--- src/rtl/pipeline_ctrl.sv ---
// pipeline_ctrl: hazard, flush, memory-wait and halt control for a 5-stage pipeline.
//
// Parameters:
//   MEM_TIMEOUT  MEM_WAIT cycles without mem_ack before fatal error (2..255)
//   DRAIN_CYC    unfrozen cycles to empty EXE/MEM/WB after halt (1..3)
// Ports:
//   clk, rst_n                       clock, async active-low reset
//   src1_ID/src2_ID/ST_src_ID        decode-stage source registers
//   use_src1_ID/use_src2_ID/use_st_ID source actually read
//   dest_EXE, MEM_R_EN_EXE           EXE-stage destination / load flag
//   br_taken_EXE                     taken branch resolved in EXE
//   halt_ID, resume                  HALT in decode / debug restart pulse
//   mem_req_MEM, mem_ack             data-memory handshake
//   stall_IF, stall_ID, bubble_EXE, flush_IF_ID, freeze_pipe  pipeline control
//   halted, mem_err                  status flags
//   stall_cnt, flush_cnt, memwait_cnt performance counters
// Optional feature: define PIPELINE_CTRL_PERF_CNT_EN to build the performance
// counters; otherwise the counter ports are tied to zero.
module pipeline_ctrl #(
  parameter int unsigned MEM_TIMEOUT = 64,
  parameter int unsigned DRAIN_CYC   = 3
) (
  input  logic        clk,
  input  logic        rst_n,
  input  logic [4:0]  src1_ID,
  input  logic [4:0]  src2_ID,
  input  logic [4:0]  ST_src_ID,
  input  logic        use_src1_ID,
  input  logic        use_src2_ID,
  input  logic        use_st_ID,
  input  logic [4:0]  dest_EXE,
  input  logic        MEM_R_EN_EXE,
  input  logic        br_taken_EXE,
  input  logic        halt_ID,
  input  logic        resume,
  input  logic        mem_req_MEM,
  input  logic        mem_ack,
  output logic        stall_IF,
  output logic        stall_ID,
  output logic        bubble_EXE,
  output logic        flush_IF_ID,
  output logic        freeze_pipe,
  output logic        halted,
  output logic        mem_err,
  output logic [31:0] stall_cnt,
  output logic [31:0] flush_cnt,
  output logic [31:0] memwait_cnt
);

  localparam int unsigned WAIT_W = 8;
  localparam int unsigned DRN_W  = 2;

  typedef enum logic [2:0] {
    S_RUN, S_MEM_WAIT, S_DRAIN, S_HALTED, S_ERR
  } state_e;

  state_e              state_q, state_d;
  logic [WAIT_W-1:0]   wait_q, wait_d;
  logic [DRN_W-1:0]    drain_q, drain_d;
  logic                resumed_q, resumed_d;

  logic src_match, load_use, mem_stall;

  // Register 0 is hard-wired, so it never creates a hazard.
  assign src_match = (use_src1_ID && (src1_ID   == dest_EXE)) ||
                     (use_src2_ID && (src2_ID   == dest_EXE)) ||
                     (use_st_ID   && (ST_src_ID == dest_EXE));
  assign load_use  = (state_q == S_RUN) && MEM_R_EN_EXE &&
                     (dest_EXE != 5'd0) && src_match;
  assign mem_stall = mem_req_MEM && !mem_ack;

  // State and counter registers.
  always_ff @(posedge clk or negedge rst_n) begin
    if (!rst_n) begin
      state_q   <= S_RUN;
      wait_q    <= '0;
      drain_q   <= '0;
      resumed_q <= 1'b0;
    end else begin
      state_q   <= state_d;
      wait_q    <= wait_d;
      drain_q   <= drain_d;
      resumed_q <= resumed_d;
    end
  end

  // Next-state logic.
  always_comb begin
    state_d   = state_q;
    wait_d    = wait_q;
    drain_d   = drain_q;
    // The HALT that was in ID at resume stays masked until the PC really moves.
    resumed_d = resumed_q && (freeze_pipe || stall_ID);
    unique case (state_q)
      S_RUN: begin
        if (mem_stall) begin
          state_d = S_MEM_WAIT;
          wait_d  = '0;
        end else if (!br_taken_EXE && !load_use && halt_ID && !resumed_q) begin
          state_d = S_DRAIN;
          drain_d = '0;
        end
      end
      S_MEM_WAIT: begin
        if (mem_ack) begin
          state_d = S_RUN;
        end else begin
          wait_d = wait_q + WAIT_W'(1);
          if (wait_q + WAIT_W'(1) == WAIT_W'(MEM_TIMEOUT)) state_d = S_ERR;
        end
      end
      S_DRAIN: begin
        // Drain progress pauses while a draining MEM access is frozen.
        if (!mem_stall) begin
          drain_d = drain_q + DRN_W'(1);
          if (drain_q + DRN_W'(1) == DRN_W'(DRAIN_CYC)) state_d = S_HALTED;
        end
      end
      S_HALTED: begin
        if (resume) begin
          state_d   = S_RUN;
          resumed_d = 1'b1;
        end
      end
      S_ERR:   state_d = S_ERR;
      default: state_d = S_RUN;
    endcase
  end

  // Output decode: freeze > branch flush > load-use.
  always_comb begin
    stall_IF    = 1'b0;
    stall_ID    = 1'b0;
    bubble_EXE  = 1'b0;
    flush_IF_ID = 1'b0;
    freeze_pipe = 1'b0;
    halted      = 1'b0;
    mem_err     = 1'b0;
    unique case (state_q)
      S_RUN: begin
        if (mem_stall) begin
          freeze_pipe = 1'b1;
        end else if (br_taken_EXE) begin
          flush_IF_ID = 1'b1;
          bubble_EXE  = 1'b1;
        end else if (load_use) begin
          stall_IF   = 1'b1;
          stall_ID   = 1'b1;
          bubble_EXE = 1'b1;
        end
      end
      S_MEM_WAIT: freeze_pipe = !mem_ack;
      S_DRAIN, S_HALTED: begin
        halted = (state_q == S_HALTED);
        if (mem_stall) begin
          freeze_pipe = 1'b1;
        end else begin
          stall_IF   = 1'b1;
          stall_ID   = 1'b1;
          bubble_EXE = 1'b1;
        end
      end
      S_ERR: begin
        freeze_pipe = 1'b1;
        mem_err     = 1'b1;
      end
      default: ;
    endcase
  end

`ifdef PIPELINE_CTRL_PERF_CNT_EN
  localparam int unsigned CNT_W = 32;
  logic [CNT_W-1:0] stall_cnt_q, flush_cnt_q, memwait_cnt_q;

  // Saturating event counters; stall_IF only rises for load-use and drain/halt stalls.
  always_ff @(posedge clk or negedge rst_n) begin
    if (!rst_n) begin
      stall_cnt_q   <= '0;
      flush_cnt_q   <= '0;
      memwait_cnt_q <= '0;
    end else begin
      if (stall_IF && (stall_cnt_q != '1))      stall_cnt_q   <= stall_cnt_q + CNT_W'(1);
      if (flush_IF_ID && (flush_cnt_q != '1))   flush_cnt_q   <= flush_cnt_q + CNT_W'(1);
      if (freeze_pipe && (memwait_cnt_q != '1)) memwait_cnt_q <= memwait_cnt_q + CNT_W'(1);
    end
  end

  assign stall_cnt   = stall_cnt_q;
  assign flush_cnt   = flush_cnt_q;
  assign memwait_cnt = memwait_cnt_q;
`else
  assign stall_cnt   = '0;
  assign flush_cnt   = '0;
  assign memwait_cnt = '0;
`endif

endmodule

--- config.mk ---
export PLATFORM = sky130hd
export DESIGN_NAME = pipeline_ctrl
export DESIGN_NICKNAME = d
export VERILOG_FILES = /design/src/rtl/pipeline_ctrl.sv
export SDC_FILE = /design/constraint.sdc
export NUM_CORES = 1
export LEC_CHECK = 0
export BUFFER_PORTS_ARGS = -buffer_cell sky130_fd_sc_hd__buf_2
export CORE_MARGIN = 5
export CORE_UTILIZATION = 40
export DETAILED_ROUTE_END_ITERATION = 10
export PLACE_DENSITY_LB_ADDON = 0.08
export SLEW_MARGIN = 10
export SYNTH_ARGS = -nofsm -noshare
export SYNTH_HDL_FRONTEND = slang
export SYNTH_SLANG_ARGS = --single-unit
--- constraint.sdc ---
create_clock -name clk -period 2.1 [get_ports clk]
set_input_delay 0.105 -clock clk [delete_from_list [all_inputs] [get_ports clk]]
set_output_delay 0.105 -clock clk [all_outputs]
set_load 0.005 [all_outputs]
==> results.yml <==
outcome:
  status: "complete, no violations"
place:
  place_ws_ns: 0.4330
  place_congestion: 0.7930
  hpwl_mm: 3.090
  io_buffers: 37
  place_area_um2: 1672
route:
  drtIter0Drc: 61
  top_layer_used: "met4"
  wl_met3_um: 395
  via_count: 1318
  met1_length_mm: 1.468
  ant_nets: 0
  via_per_inst: 4.158
  drtPass1Iterations: 4
  totalWireLength_mm: 3.667
  drc: 0
  wl_per_cell_um: 11.57
  wl_met2_mm: 1.765
min_path:
  min_delay_path_depth: 2
  hold_path_class: "input port to flop"
critical_path:
  cp_data_arrival_time_ns: 1.69
  worstRegToRegCells: 5
  end_kind: "output pin"
  cp-start-kind: "flop"
  worstSetupPathType: "flop to output pin"
  crit_fanout: 12
  cp.required_ns: 2.00
sta:
  period_needed_ns: 1.791
  hold_viol_final: 0
  holdWs_ns: 0.1418
  finalClockSkew_ns: 0.0006918
  setup_viol: 0
  timing.final.crit_share: 0.8529
  fin_ws_ns: 0.3089
  worstMarginPinSlew_ns: 0.7032
  clock.fmax_mhz: 558.3
  rsz0062_at_grt: "false"
  maxSlewViolCount: 0
  setup_tns_ns: 0
  maxSlewHeadroom: 0.5292
floorplanning:
  die_area_um2: 6000
  core_area_um2: 4384
  initial_core_util: 0.4152
  dieWidth_um: 77.46
  rows: 24
  die_h_um: 77.46
  ios: 134
layout:
  num_antenna_cells: 0
  nets: 299
  syn_to_final_growth_pct: -4.605
  seqCellArea_um2: 350.3
  drive_gt1_frac: 0.1736
  multi_input_area_um2: 1049
  fin_area_um2: 1737
  fillers: 475
grt:
  grtUsageTotal: 0.1087
  gr-total-overflow: 0
  grt_max_degree: 15
  antenna_found_initial: 0
  grt_pass1_wl_mm: 5.582
  grt_pass1_vias: 1201
power:
  p_int_uw: 478.6
  p_comb_frac: 0.193
  peakVddDrop_mv: 0.2535
  seq_power_share: 0.410
  swShare: 0.2728
  p_leak_nw: 0.9106
  power.switching_uw: 179.6
  powerDensity_nw_per_um2: 379.0
  p_clk_frac: 0.397
  power.total_uw: 658.2
yosys:
  synth_top_area_share: 0.4000
  syn_inst: 229
  yosys_warnings: 0
  synthTopCellsByArea: "buf_4 40%, dfrtp_1 19%, xnor2_1 5.3%"
  syn_area_um2: 1820
  synth.distinct_cells: 39
  ys_seq_area_frac: 0.1924
  ys_ff_latch: 14
  syn_avg_cell_area_um2: 7.950
  synth_top_area_cell: "buf_4"
cts:
  clockRootBuffer: "clkbuf_8"
  clk_path_buf_depth: 2
  cts.clk_slew.worst_paths_ns: 0.06
  postCtsSetupRepairBufs: 0
  cts_sinks: 14
  clock_latency_ns: 0.24
  htreeDepth: 1
  tritoncts: "yes"
  cts_buffers: 3
run:
  cap_violations: 0
worst paths after layout:
check | start | to | slack (ns)
min in group asynchronous | rst_n | wait_q[4] | 0.28
hold / removal | resume | resumed_q | 0.14
max in group asynchronous | rst_n | resumed_q | 1.58
hold reg to reg | wait_q[5] | wait_q[5] | 0.51
setup reg to reg | wait_q[2] | state_q[0] | 0.40
setup / recovery | state_q[0] | bubble_EXE | 0.31
cell usage after synthesis:
cell type / instances
nand2b_1: 1
a221oi_1: 1
nand4b_1: 1
ha_1: 2
buf_6: 2
dfrtp_1: 14
a221o_1: 1
a22o_1: 1
nand4_1: 6
nor2_1: 8
and3b_1: 1
o21ai_1: 13
and3_1: 4
o31ai_4: 1
o211ai_1: 2
nand3_1: 4
nor3b_1: 1
nor2b_1: 1
nand2_1: 19
nor4_1: 1
xnor2_1: 11
o2111ai_4: 1
o31ai_1: 3
a31oi_1: 4
nor3_1: 2
a31o_1: 1
o22ai_1: 2
a21oi_1: 6
and2_1: 2
clkbuf_1: 2
nand3b_1: 1
buf_2: 1
xor2_1: 4
inv_2: 1
inv_1: 3
o21ai_0: 2
buf_4: 97
conb_1: 1
nor3_2: 1
layer usage:
metal / track usage / up-vias
met5: 0 / -
met4: 0.03093 / 0
met3: 0.03241 / 5
met2: 0.1886 / 70
met1: 0.1295 / 597
li1: - / 646
what timing repair did:
item,4_1_cts,5_1_grt
hold buffers,1,0
gates resized for setup,0,0
endpoints found under the hold margin,14,0
cell families after synthesis:
family | count (synthesis) | share of synthesized area
XOR/XNOR | 15 | 0.07216
AND/OR/NAND/NOR | 53 | 0.1471
buffers and inverters | 106 | 0.4275
AO/OA/AOI/OAI | 38 | 0.1450
other | 1 | 0.002060
flip-flops | 14 | 0.1924
adder cells (fa/ha/maj) | 2 | 0.01374
power groups by stage:
stage | clock network (mW) | registers, mW | logic (mW)
6_report | 0.261 | 0.270 | 0.127
5_1_grt | 0.284 | 0.270 | 0.146
4_1_cts | 0.270 | 0.270 | 0.122
3_5_place_dp | 0 | 0.275 | 0.120
3_3_place_gp | 0 | 0.275 | 0.121
2_1_floorplan | 0 | 0.275 | 0.201
state kept, by name, summed over array words and instances, names as in the netlist:
signal and flops:
wait_q 8, state_q 3, drain_q 2, resumed_q 1
area by class of cell:
cell class	count	area share
inverter	4	0.008646
clock buffer	4	0.03170
multi-input combinational	204	0.6037
timing repair buffer	39	0.1167
tap	52	0.03746
sequential	14	0.2017
worst max-delay path: stages, from the launching register on:
cell and delay, ns:
dfrtp_1 0.51, nor3_2 0.30, o2111ai_4 0.21, nor2b_1 0.17, o21ai_1 0.12, buf_2 0.13
cell usage in the layout (no fill, tap or decap), types with 2 or more instances in the layout:
master and count:
a21oi_1 6, a31oi_1 4, and2_1 2, and3_1 4
buf_2 37, clkbuf_8 4, conb_1 96, dfrtp_1 14
ha_1 2, inv_1 3, nand2_1 19, nand3_1 4
nand4_1 6, nor2_1 8, nor3_1 2, o211ai_1 2
o21ai_0 2, o21ai_1 13, o22ai_1 2, o31ai_1 3
xnor2_1 11, xor2_1 4
per-stage QoR:
stage,cells,utilization
2_1_floorplan,324,-
3_3_place_gp,312,0.3813
3_5_place_dp,312,0.3813
4_1_cts,317,0.3961
5_1_grt,317,0.3961
6_report,317,0.3961
Note: power is estimated with default switching activity, not from simulation.
